**src/rtl/prescaled_modulo_counter.sv**
```systemverilog
// Prescaled modulo counter: board-clock prescaler produces a step strobe that
// advances an up/down modulo counter with runtime period and limit, synchronous
// load, enable/pause, and registered tick/terminal pulses for digit chaining.
module prescaled_modulo_counter #(
   parameter int WIDTH     = 8,
   parameter int DIV_WIDTH = 30
) (
   input  logic                 clk_in,
   input  logic                 reset,
   input  logic [DIV_WIDTH-1:0] period,
   input  logic [WIDTH-1:0]     limit,
   input  logic                 enable,
   input  logic                 up_down,
   input  logic                 load,
   input  logic [WIDTH-1:0]     load_value,
   output logic [WIDTH-1:0]     out,
   output logic                 tick,
   output logic                 terminal
);

   localparam logic [DIV_WIDTH-1:0] DIV_ONE = {{(DIV_WIDTH-1){1'b0}}, 1'b1};
   localparam logic [WIDTH-1:0]     CNT_ONE = {{(WIDTH-1){1'b0}}, 1'b1};
   localparam logic [WIDTH:0]       LIM_ONE = {{WIDTH{1'b0}}, 1'b1};

   logic [DIV_WIDTH-1:0] presc_q, presc_d;
   logic [WIDTH-1:0]     out_q, out_d;
   logic                 tick_q, tick_d;
   logic                 terminal_q, terminal_d;

   logic [DIV_WIDTH-1:0] eff_period_m1;
   logic [WIDTH:0]       eff_limit;
   logic [WIDTH:0]       eff_limit_m1;
   logic                 step;

   // Effective period/limit and the step strobe; the >= compare means a period
   // shrunk below the running prescaler steps immediately instead of wrapping.
   always_comb begin
      eff_period_m1 = (period == '0) ? '0 : (period - DIV_ONE);
      eff_limit     = (limit == '0) ? {1'b1, {WIDTH{1'b0}}} : {1'b0, limit};
      eff_limit_m1  = eff_limit - LIM_ONE;
      step          = enable && (presc_q >= eff_period_m1);
   end

   // Next-state: load beats step beats hold (reset is applied in the register).
   always_comb begin
      presc_d    = presc_q;
      out_d      = out_q;
      tick_d     = 1'b0;
      terminal_d = 1'b0;
      if (load) begin
         out_d   = load_value;
         presc_d = '0;
      end else if (step) begin
         presc_d = '0;
         tick_d  = 1'b1;
         if (up_down) begin
            if ({1'b0, out_q} >= eff_limit_m1) begin
               out_d      = '0;
               terminal_d = 1'b1;
            end else begin
               out_d = out_q + CNT_ONE;
            end
         end else begin
            if (out_q == '0) begin
               out_d      = eff_limit_m1[WIDTH-1:0];
               terminal_d = 1'b1;
            end else if ({1'b0, out_q} >= eff_limit) begin
               // Out-of-range value (loaded or limit lowered) snaps to the top.
               out_d = eff_limit_m1[WIDTH-1:0];
            end else begin
               out_d = out_q - CNT_ONE;
            end
         end
      end else if (enable) begin
         presc_d = presc_q + DIV_ONE;
      end
   end

   // State registers with synchronous active-high reset.
   always_ff @(posedge clk_in) begin
      if (reset) begin
         presc_q    <= '0;
         out_q      <= '0;
         tick_q     <= 1'b0;
         terminal_q <= 1'b0;
      end else begin
         presc_q    <= presc_d;
         out_q      <= out_d;
         tick_q     <= tick_d;
         terminal_q <= terminal_d;
      end
   end

   assign out      = out_q;
   assign tick     = tick_q;
   assign terminal = terminal_q;

endmodule

```
**config.mk**
```make
export PLATFORM = sky130hd
export DESIGN_NAME = prescaled_modulo_counter
export DESIGN_NICKNAME = d
export VERILOG_FILES = /design/src/rtl/prescaled_modulo_counter.sv
export SDC_FILE = /design/constraint.sdc
export NUM_CORES = 1
export LEC_CHECK = 0
export ABC_AREA = 1
export CELL_PAD_IN_SITES_DETAIL_PLACEMENT = 1
export CELL_PAD_IN_SITES_GLOBAL_PLACEMENT = 1
export CORE_MARGIN = 5
export CORE_UTILIZATION = 43
export CTS_CLUSTER_DIAMETER = 50
export DETAILED_ROUTE_END_ITERATION = 12
export GPL_TIMING_DRIVEN = 1
export PLACE_DENSITY_LB_ADDON = 0.1
export REMOVE_ABC_BUFFERS = 1
export SLEW_MARGIN = 20
export SYNTH_ARGS = -nofsm -noshare
export SYNTH_HDL_FRONTEND = slang
export SYNTH_SLANG_ARGS = --single-unit
```
**constraint.sdc**
```tcl
create_clock -name clk_in -period 7.12 [get_ports clk_in]
set_input_delay 1.424 -clock clk_in [delete_from_list [all_inputs] [get_ports clk_in]]
set_output_delay 1.424 -clock clk_in [all_outputs]
set_load 0.01 [all_outputs]
```
# Word level (Yosys, flattened, before mapping)

Cells that the tools add are included.
W data, S select, Z words.

Register bits after elaboration: 40
Input bits: 51
Output and inout port bits: 10
Word-level logic and storage cells: 33

$add $sub $neg: 5
Reductions and logical operators: 8
Mux-type cells: 12
Magnitude comparators: 3
Bitwise gates (word level): 1

Operator list:

| operator                | number |
|---|---|
| $mux W8                 | 6 |
| $add A30 B1 Y30 const B | 1 |
| $ge A30 B30 Y1          | 1 |
| $logic_not A30 Y1       | 1 |
| $mux W30                | 1 |
| $sub A30 B1 Y30 const B | 1 |
| $ge A8 B9 Y1            | 2 |
| $logic_not A8 Y1        | 2 |
| $mux W9                 | 1 |
| $sub A9 B1 Y9 const B   | 1 |
| $add A8 B1 Y8 const B   | 1 |
| $sub A8 B1 Y8 const B   | 1 |
| $reduce_or A3 Y1        | 2 |
| $mux W1                 | 4 |
| $reduce_bool A2 Y1      | 1 |
| $reduce_or A2 Y1        | 1 |
| $logic_and A1 B1 Y1     | 1 |
| $not A1 Y1              | 1 |

# Logic depth before layout (Yosys ltp)

Word-level depth: 8
Mapped depth: 25
Depth with buffers taken out: 25

# Least setup slack after synthesis

No wires, ideal clock.

Path kind: input-to-reg
Start: input port period[0]
End: register presc_q[4]
Arrival: 3992 ps
Library setup time: 79 ps
Slack: 3049 ps
Buffers on the path: 2
Cell stages on the path: 22
Cells stage by stage: inv_1 > ha_1 > nand2_2 > nor2_4 > nand2_4 > nor4_4 > nand2_4 > buf_6 > nand3_1 > ha_1 > nand2_1 > inv_1 > nand2_1 > nand2_1 > nand2_1 > nand2_1 > a21oi_1 > nand3_1 > nand2_2 > nand2_2 > buf_4 > a211oi_2

Word-level cells in the longest chain between the ends: 5

RTL lines:

| item                                                        | line | RTL |
|---|---|---|
| start: declaration                                          | 10   | `input logic [DIV_WIDTH-1:0] period,` |
| $sub A30 B1 Y30 / $logic_not A30 Y1 (equally long branches) | 38   | `eff_period_m1 = (period == '0) ? '0 : (period - DIV_ONE);` |
| $mux W30 (*)                                                | 38   |  |
| $ge A30 B30 Y1 (*)                                          | 41   | `step = enable && (presc_q >= eff_period_m1);` |
| $logic_and A1 B1 Y1 (*)                                     | 41   |  |
| $reduce_or A3 Y1 (no line) (*)                              | -    |  |
| end signal: assignment                                      | 87   | `presc_q <= presc_d;` |
| end: declaration                                            | 25   | `logic [DIV_WIDTH-1:0] presc_q, presc_d;` |

Every way passes the cells marked *; elsewhere a longest branch is shown, timed or not.
A chain may end at the register's enable or synchronous reset.

# Worst setup path after layout

Start: input port period[0]
End: register out_q[0] (netlist: out[0])

Word-level cells in the longest chain between the ends: 5

RTL lines:

| item                                                        | line | RTL |
|---|---|---|
| $sub A30 B1 Y30 / $logic_not A30 Y1 (equally long branches) | 38   |  |
| $mux W30 (*)                                                | 38   |  |
| $ge A30 B30 Y1 (*)                                          | 41   |  |
| $logic_and A1 B1 Y1 (*)                                     | 41   |  |
| $reduce_bool A2 Y1 (no line) (*)                            | -    |  |
| end signal: assignment                                      | 88   | `out_q <= out_d;` |
| end: declaration                                            | 26   | `logic [WIDTH-1:0] out_q, out_d;` |

Marked as above.

==> key figures <==
Outcome
  • Status: finished clean

Clocking
  • CTS tree: yes
  • CTS Sinks: 40
  • Clock Tree Root: clkbuf_16
  • CTS clk-pin slew, worst paths: 60 ps
  • Htree depth: 2
  • Longest Clk Path Bufs: 2
  • Clock buffer count from CTS: 5
  • Postcts setup bufs: 0
  • Hold-fix buffers, CTS: 0
  • # resized after CTS: 0
  • Worst-skew pair later-pin latency: 290 ps

Final layout
  • Finished Layout Cells: 965
  • Area delta synth->final: 18.42%
  • Layout Utilization: 0.5223
  • N_diodes: 0
  • Share of cells above drive strength 1: 0.08970
  • Final #Nets: 927
  • Design area: 0.005712 mm^2

STA
  • Final setup viols: 0
  • Final min period: 5537 ps
  • Final Hold Fails: 0
  • Crit share post-route: 0.7777
  • Worst Tran Pin Value: 643.5 ps
  • RSZ-0062 raised after global routing: false
  • Setup TNS: 0 ps
  • Fin. max-slew vios: 0
  • Max Fclk: 0.1806 GHz
  • Clock skew: 8.880 ps
  • Max_slew headroom: 0.5695

Detailed routing
  • DR DRC count: 0
  • Detailed Route WL: 15.71 mm
  • Drt first pass iters: 5
  • Routed via count: 5236
  • WL/cell: 16.28 um
  • Post-route ant nets: 0
  • Vias per inst: 5.426
  • DR iter-0 viols: 264

Worst hold path
  • Hold Crit Class: reg2reg
  • Hold Path Sink: presc_q[26]
  • Hold path start: presc_q[26]
  • Hold path cells: 2

Logic synthesis
  • Distinct cells, synth: 43
  • Number of synthesized register bits: 40
  • Sequential area share after synthesis: 0.1660
  • Post-synth EDFFs: 0
  • Mean Syn Cell Area: 6.297 um^2
  • Mapped Area: 0.004823 mm^2
  • Ys Warns: 0
  • Most used DFF post-synth: dfxtp_1
  • Cells after Synth: 766
  • Async S/R FF share, synth: 0

Pwr
  • Leak: 0.002662 uW
  • Peak VDD IR: 0.1293 mV
  • Power density cells: 128.5 mW/mm^2
  • Post-layout power: 734.2 uW

Critical path
  • Reg-to-reg slack, setup: 4580 ps
  • Reg2reg path depth: 10
  • Arrival @ worst endpoint: 5770 ps
  • Crit start category: input pin
  • R2r endpoint: out[0]
  • R2r startpoint: presc_q[9]
  • WP data required: 7360 ps
  • Critical path class: in2reg
  • Worst setup EP type: flip-flop
  • Critical Path Fanout Max: 32

Floorplanning
  • # IOs: 61
  • # rows: 38
  • Total core area: 0.01094 mm^2
  • Die area: 0.01344 mm^2
  • DIE HEIGHT: 115.9 um
  • Initial Util: 0.4411
  • Die width: 115.9 um

GRT
  • Initial antenna violation count: 0
  • First-pass GRT wire length: 26.51 mm
  • Largest net degree at the start of global routing: 33
  • Vias in the first global route: 5470
  • GRT Total Usage: 0.2425
  • GRT overflow: 0

Place
  • GPL Wtd Cong: 0.9097
  • Dpl cell area: 0.005534 mm^2
  • Dpl hpwl: 13.01 mm
  • IO buf count: 60
  • Placed cell count: 957

Job
  • Max Cap Violations: 0
[how the worst max path moves through the flow]
stage                     startpoint  endpoint  slack, ps  cells past startpoint
after floorplan            period[0]    out[0]       2850                     21
after global placement     period[0]    out[0]       1430                     22
after detailed placement   period[0]    out[0]       1330                     21
after CTS                  period[0]    out[0]       1610                     21
after global routing       period[0]    out[0]       1240                     23
final                      period[0]    out[0]       1580                     21
[kinds of logic after synthesis]
family          share of synthesized area
fa+ha+maj                          0.1349
flops                              0.1660
buf+inv                           0.09598
compound gates                    0.06692
simple gates                       0.4763
xor+xnor                          0.05992
[metal layers]
metal | vias to the layer above | global-route usage | share of wire
li1 | 2634 | - | -
met1 | 2474 | 0.3308 | 0.47
met2 | 111 | 0.4150 | 0.47
met3 | 17 | 0.03394 | 0.045
met4 | 0 | 0.03790 | 0.0081
met5 | - | 0 | 0
[critical path: stages]
cell,delay [ps]
clkdlybuf4s50_1,490
inv_1,160
ha_1,320
nand2_2,200
nor2_4,170
nand2_4,100
nor4_4,450
nand2_4,320
nand3_1,230
ha_1,260
nand2_1,100
inv_1,60
a21oi_1,150
nand2_1,70
a21oi_1,130
nand3_1,190
nand2_2,190
nand2_2,390
nand3_1,220
nand2_1,70
inv_1,50
[report_power, final]
group	switching, uW	internal (uW)	total, uW
sequential	12.6	228	241
combinational	128	91.9	220
clock	97.6	176	273
total	238	496	734
[per-stage QoR]
step	worst slack, ps	hold WS (ps)
after floorplan	2852	470.6
after CTS	1614	525.4
after global routing	1238	557.4
final	1583	518.1
after global placement	1433	492.6
after detailed placement	1330	515.5
[registers in the layout (all words and copies together), names as in the netlist]
name / cells
out: 8
terminal: 1
tick: 1
presc_q: 30
[area by class of cell]
| class | count | area (um^2) |
|---|---|---|
| fillers | 1541 | 5224 |
| multi-input cells | 611 | 3560 |
| flip-flops and latches | 40 | 800.8 |
| clock inverters | 2 | 38.79 |
| inverters | 106 | 397.9 |
| well taps | 140 | 175.2 |
| clock buffers | 6 | 138.9 |
| repair buffers | 60 | 600.6 |
[placed cells by master (no fill, tap or decap), types with 3 or more instances in the layout]
cell type        netlist  routed
nand3b_1               4       4
xnor2_1               14      14
nand4_1               24      24
nor4_1                10      10
ha_1                  52      52
nand3_1               63      63
nand2_2                7       7
or2_2                 12      12
nor3_2                 3       3
nor2_4                 4       4
inv_2                 10      10
clkdlybuf4s50_1        0      60
dfxtp_1               40      40
clkbuf_16              0       5
inv_1                 96      96
nor4_4                 3       3
xor2_1                19      19
nand3_2               13      13
nor2_1               102     102
nor3_1                23      23
nand2_1              176     176
nor2_2                 7       7
o21bai_1               3       3
a21oi_1               39      39
and3_1                 3       3
o21ai_0               10      10
[synth_stat cells (2+ instances only)]
master | n | area, um^2
nor2_2 | 7 | 43.79
or2_0 | 2 | 12.51
nand2_2 | 7 | 43.79
o211ai_1 | 2 | 15.01
and3_1 | 3 | 18.77
nand2_4 | 2 | 22.52
nand2_1 | 176 | 660.6
nand4_2 | 2 | 25.02
xnor2_1 | 14 | 122.6
nor3b_1 | 2 | 15.01
nand4_1 | 24 | 150.1
ha_1 | 52 | 650.6
inv_1 | 96 | 360.4
a21o_1 | 2 | 15.01
buf_4 | 4 | 30.03
nor4_4 | 3 | 63.81
nor4_1 | 10 | 62.56
nor2_1 | 102 | 382.9
nor3_1 | 23 | 115.1
nor2_4 | 4 | 45.04
o21ai_0 | 10 | 50.05
nand3_2 | 13 | 130.1
xor2_1 | 19 | 166.4
or2_2 | 12 | 75.07
dfxtp_1 | 40 | 800.8
a21oi_1 | 39 | 195.2
nand3_1 | 63 | 315.3
nor3_2 | 3 | 30.03
buf_6 | 2 | 22.52
inv_2 | 10 | 37.54
nand3b_1 | 4 | 30.03
o21bai_1 | 3 | 22.52
Note: power is estimated with default switching activity, not from simulation.
==> RTL change 1 (same flow settings) <==
Change the parameter `WIDTH` from 8 to 9.
--- a/src/rtl/prescaled_modulo_counter.sv
+++ b/src/rtl/prescaled_modulo_counter.sv
@@ -3,5 +3,5 @@
 // load, enable/pause, and registered tick/terminal pulses for digit chaining.
 module prescaled_modulo_counter #(
-   parameter int WIDTH     = 8,
+   parameter int WIDTH     = 9,
    parameter int DIV_WIDTH = 30
 ) (
Interface: changed (resized limit, load_value and out); port bits go from 61 to 64. No check against the original RTL was run, so the function may have changed too.
==> RTL change 1 against the unedited design <==
  * Total power fell by 13%
  * Setup slack lost 31 ps
  * Die area down 3.4%
  * Wire length shrank 11%
  * Sequential cell count rose by 1
  * Clock skew up 10 ps
  * Area after synthesis down 3.7%
  * Sequential power is 5% higher
  * Final area down 3.9%
==> RTL change 1: results (changes against the unedited design) <==
| Metric | Value |
|---|---|
| Status | `complete, no violations` |
| Yosys synthesis warning count | `0 (unchanged)` |
| Nets | `885 (-4.5%)` |
| WHS Endpoint | `presc_q[0]$_SDFFE_PP0P_` |
| Worst Tran Pin Value | `778 ps (+135 ps)` |
| Top cells by area, synth | `dfxtp_1 (18%), ha_1 (14%), nand2_1 (11%), nor2_1 (10%), inv_1 (6.2%)` |
| Final weighted congestion in routability-driven placement | `0.874 (-4.0%)` |
| Number of hold buffers added after CTS | `0 (unchanged)` |
| Hold WS | `535 ps (+16.4 ps)` |
| Hpwl dp | `11.7 mm (-10%)` |
| Port bufs | `63 (+5.0%)` |
| First-pass GRT wire length | `23.9 mm (-10%)` |
| FF-to-FF Start | `presc_q[17]$_SDFFE_PP0P_` |
| Clk slew on worst S/H paths | `100 ps (+40 ps)` |
| Ys async rst share | `0% (unchanged)` |
| Synth cell count leaders | `nand2_1 (142), nor2_1 (124), inv_1 (77)` |
| Root Driver | `clkbuf_8` |
| M2 GR Usage | `37.9% (-3.6 points)` |
| Routing usage on met3 | `2.86% (-0.53 points)` |
| Inserted Diodes | `0 (unchanged)` |
| VDD IR-drop max | `0.0859 mV (-34%)` |
| Met1 Track Usage GR | `30.1% (-3.0 points)` |
| Vias in the first global route | `5144 (-6.0%)` |
| R2R setup slack | `4280 ps (-300 ps)` |
| TritonCTS Buffers | `5 (unchanged)` |
| Vias/cell | `5.36 (-1.2%)` |
| Post-Route WL | `14.0 mm (-11%)` |
| Crit-path max FO | `36 (+13%)` |
| Initial antenna violation count | `0 (unchanged)` |
| Pre-Repair DR Iteration Count | `4 (-1)` |
| Pre-CTS worst setup slack | `1200 ps (-129 ps)` |
| Sequential element share of the synthesized area | `17.7% (+1.1 points)` |
| Starting DRT DRC Count | `219 (-17%)` |
| Clk_skew | `19.1 ps (+10.2 ps)` |
| Worst Hold Class | `flip-flop to flip-flop` |
| Cell variety after synth | `45 (+4.7%)` |
| Hold depth | `2 (unchanged)` |
| R2R depth | `12 (+2)` |
| Clock Latency Late Sink | `310 ps (+20 ps)` |
| Worst Hold Launch | `presc_q[0]$_SDFFE_PP0P_` |
| Layout cells sized above 1 | `5.77% (-3.2 points)` |
| Largest net degree at the start of global routing | `37 (+12%)` |
| Cell Area, Placed | `0.00540 sq mm (-2.5%)` |
| P_leak | `2.48 nW (-6.8%)` |
| Overall Global Routing Usage | `21.9% (-2.3 points)` |
| Tmin final | `5570 ps (+31.1 ps)` |
| Post-CTS Setup Inserts | `0 (unchanged)` |
| CTS Buffer Depth | `2 (unchanged)` |
| Worst R2R End | `presc_q[22]$_SDFFE_PP0P_` |
-- RTL change 1: cell count changes after synthesis, sizes merged, moves of 3 or more --
cell / unedited run / this run
nand4: 26 / 29
or2: 15 / 9
xor2: 19 / 29
clkbuf: 1 / 6
nand2: 185 / 146
o21ai: 11 / 20
nand3: 77 / 60
nor3b: 2 / 7
nor4: 13 / 7
a21oi: 39 / 35
nor2: 113 / 134
inv: 106 / 83
-- RTL change 1: per-stage QoR --
step,power [mW],cells
after floorplan,0.387,709
after global placement,0.470,912
after detailed placement,0.483,912
after CTS,0.644,920
after global routing,0.686,920
final,0.642,920
-- RTL change 1: worst max-delay path by stage --
stage,startpoint,endpoint
final,period[0],presc_q[22]$_SDFFE_PP0P_
after global routing,period[25],presc_q[16]$_SDFFE_PP0P_
after CTS,period[0],presc_q[11]$_SDFFE_PP0P_
after detailed placement,period[0],presc_q[22]$_SDFFE_PP0P_
after global placement,period[0],presc_q[11]$_SDFFE_PP0P_
after floorplan,period[0],presc_q[0]$_SDFFE_PP0P_
-- RTL change 1: area by class of cell --
class	count	area, sq um
Sequential cell	41	821
Clock inverter	3	21.3
Clock buffer	5	68.8
Tap cell	140	175
Multi-Input combinational cell	585	3460
Fill cell	1461	5210
Timing Repair Buffer	63	631
Inverter	83	312
-- RTL change 1: kinds of logic after synthesis --
logic type | after synthesis | share of synthesized area (%)
fa+ha+maj | 53 | 14.3
xor+xnor | 41 | 7.73
flops | 41 | 17.7
mux | 1 | 0.216
buf+inv | 95 | 7.81
compound gates | 68 | 8.00
simple gates | 422 | 44.3
-- RTL change 1: metal layers --
layer | up-vias | share of wire, % | wire length, um
met5 | - | 0 | 0
met4 | 0 | 0.42 | 59
met3 | 9 | 3.0 | 419
met2 | 71 | 48 | 6700
met1 | 2347 | 49 | 6780
li1 | 2505 | - | -
-- RTL change 1: worst max-delay path: stages --
cell and delay (ps):
clkdlybuf4s50_1 420, inv_1 80, ha_1 200, nand2_2 90, nor3_4 190, nand2_4 140, nor2_8 140, nand2_4 70
nor2_4 120, nand3_4 120, nor2_8 140, nand4_4 120, nor2_4 180, or2_1 120, ha_1 230, inv_1 60
nor2_1 30, o21ai_0 170, nand3_1 110, nand3_1 80, nand2_1 70, nand3_1 70, nand3_1 120, nand2_1 220
nand3_2 640, nor3b_1 380
-- RTL change 1: power by group --
group	internal, mW	switching [mW]	total [mW]
sequential	0.235	0.0166	0.252
combinational	0.0965	0.129	0.226
clock	0.0698	0.0945	0.164
total	0.401	0.241	0.642
==> RTL change 2 (config.mk and constraints unchanged) <==
Without the edit above. Register the output `out` once more, cleared by the reset; this adds one clock of latency there. The other outputs are not delayed to match.
--- a/src/rtl/prescaled_modulo_counter.sv
+++ b/src/rtl/prescaled_modulo_counter.sv
@@ -92,5 +92,11 @@
    end
 
-   assign out      = out_q;
+   always_ff @(posedge clk_in) begin
+      if (reset) begin
+         out <= '0;
+      end else begin
+         out <= out_q;
+      end
+   end
    assign tick     = tick_q;
    assign terminal = terminal_q;
Check against the original RTL: not equivalent (a bounded check fails within 4 cycles, from zero or initial values and one cycle with reset high).
==> RTL change 2 against the unedited design <==
  * Wire length is 5.5% lower
  * Final area is 1.1% higher
  * Sequential cell count is 8 higher
  * Core utilization is 1.0 points lower
  * First-iteration DRC count is 39% lower
  * Setup slack better by 230 ps
  * Total power is 0.11% lower
  * Register-to-register slack better by 130 ps
  * Fmax is 4.4% higher
  * Area after synthesis is 1.5% higher
  * Critical path type unchanged
==> RTL change 2: results (changes against the unedited design) <==
| Metric | Value |
|---|---|
| Crit-path max FO | `30 (-6.3%)` |
| Layout cells sized above 1 | `8.07% (-0.90 points)` |
| Starting DRT DRC Count | `162 (-39%)` |
| Top cells by area, synth | `dfxtp_1 (20%), nand2_1 (14%), ha_1 (13%), nor2_1 (8.7%), nand3_1 (7.8%)` |
| Status | `complete, no violations` |
| Vias in the first global route | `5387 (-1.5%)` |
| Cell variety after synth | `40 (-7.0%)` |
| Final weighted congestion in routability-driven placement | `0.814 (-11%)` |
| Nets | `932 (+0.54%)` |
| Pre-Repair DR Iteration Count | `4 (-1)` |
| VDD IR-drop max | `0.0867 mV (-33%)` |
| Largest net degree at the start of global routing | `31 (-6.1%)` |
| Drt wl/cell | `15.3 um (-6.3%)` |
| P_leak | `2.67 nW (+0.42%)` |
| CP endpoint | `presc_q[7]$_SDFFE_PP0P_` |
| Pre-CTS worst setup slack | `1470 ps (+135 ps)` |
| R2R setup slack | `4710 ps (+130 ps)` |
| Worst R2R End | `presc_q[14]$_SDFFE_PP0P_` |
| R2R depth | `11 (+1)` |
| Worst Hold Launch | `presc_q[0]$_SDFFE_PP0P_` |
| Clk_skew | `5.82 ps (-3.06 ps)` |
| Worst Tran Pin Value | `522 ps (-121 ps)` |
| Tmin final | `5310 ps (-231 ps)` |
| WP data arrival | `5510 ps (-260 ps)` |
| FF-to-FF Start | `presc_q[27]$_SDFFE_PP0P_` |
| WHS Endpoint | `presc_q[0]$_SDFFE_PP0P_` |
RTL change 2: cell types whose count changed in the layout (fill, tap and decap cells not counted), moves of 6 or more:
cell and change:
nand3_2 -12, clkinv_1 +6, nand2_1 +7, inv_1 -21, nor3_1 -7, nor2_1 +11
a21oi_1 -6, xor2_1 +6, nand3_1 +13, dfxtp_1 +8, nand4_1 -10
RTL change 2: layer usage:
layer	track usage [%]	part of all wire (%)	up-vias	wire [um]
met5	0	0	-	0
met4	7.42	2.7	0	401
li1	-	-	2618	-
met1	24.8	42	2477	6210
met3	1.50	3.1	25	454
met2	43.6	52	95	7780
RTL change 2: stage by stage:
stage / utilization, % / instance area [sq um] / instances / hold slack [ps]
floorplan: - / 4830 / 761 / 469
global placement: 49.9 / 5620 / 965 / 483
detailed placement: 49.9 / 5620 / 965 / 502
CTS: 51.2 / 5770 / 973 / 511
global route: 51.2 / 5770 / 973 / 528
finish: 51.2 / 5770 / 973 / 504
RTL change 2: where the power goes:
part | internal [mW] | switching [mW]
clock network | 0.141 | 0.106
logic | 0.0852 | 0.118
registers | 0.275 | 0.00922
RTL change 2: cells by family after synthesis:
| logic type | synth area share, % |
|---|---|
| simple gates | 44.8 |
| buf+inv | 8.59 |
| compound gates | 6.54 |
| fa+ha+maj | 13.3 |
| flops | 19.6 |
| xor+xnor | 7.16 |
RTL change 2: worst reg2reg max path, cell delays in order, from the launching register on:
cell and delay [ps]:
dfxtp_1 400, ha_1 340, nand2_1 60, nor2_1 140, nand2_1 110, nor3_1 180
nand2_1 80, nand3_1 100, nand2_1 240, nand3_1 150, buf_4 340, nor2_1 130
RTL change 2: layout make-up:
type                       count  area (sq um)
fill                        1545          5500
multi-input combinational    617          3510
sequential                    48           961
timing repair buffer          61           608
inverter                      96           360
tap                          143           179
clock buffer                   6           139
clock inverter                 2          13.8
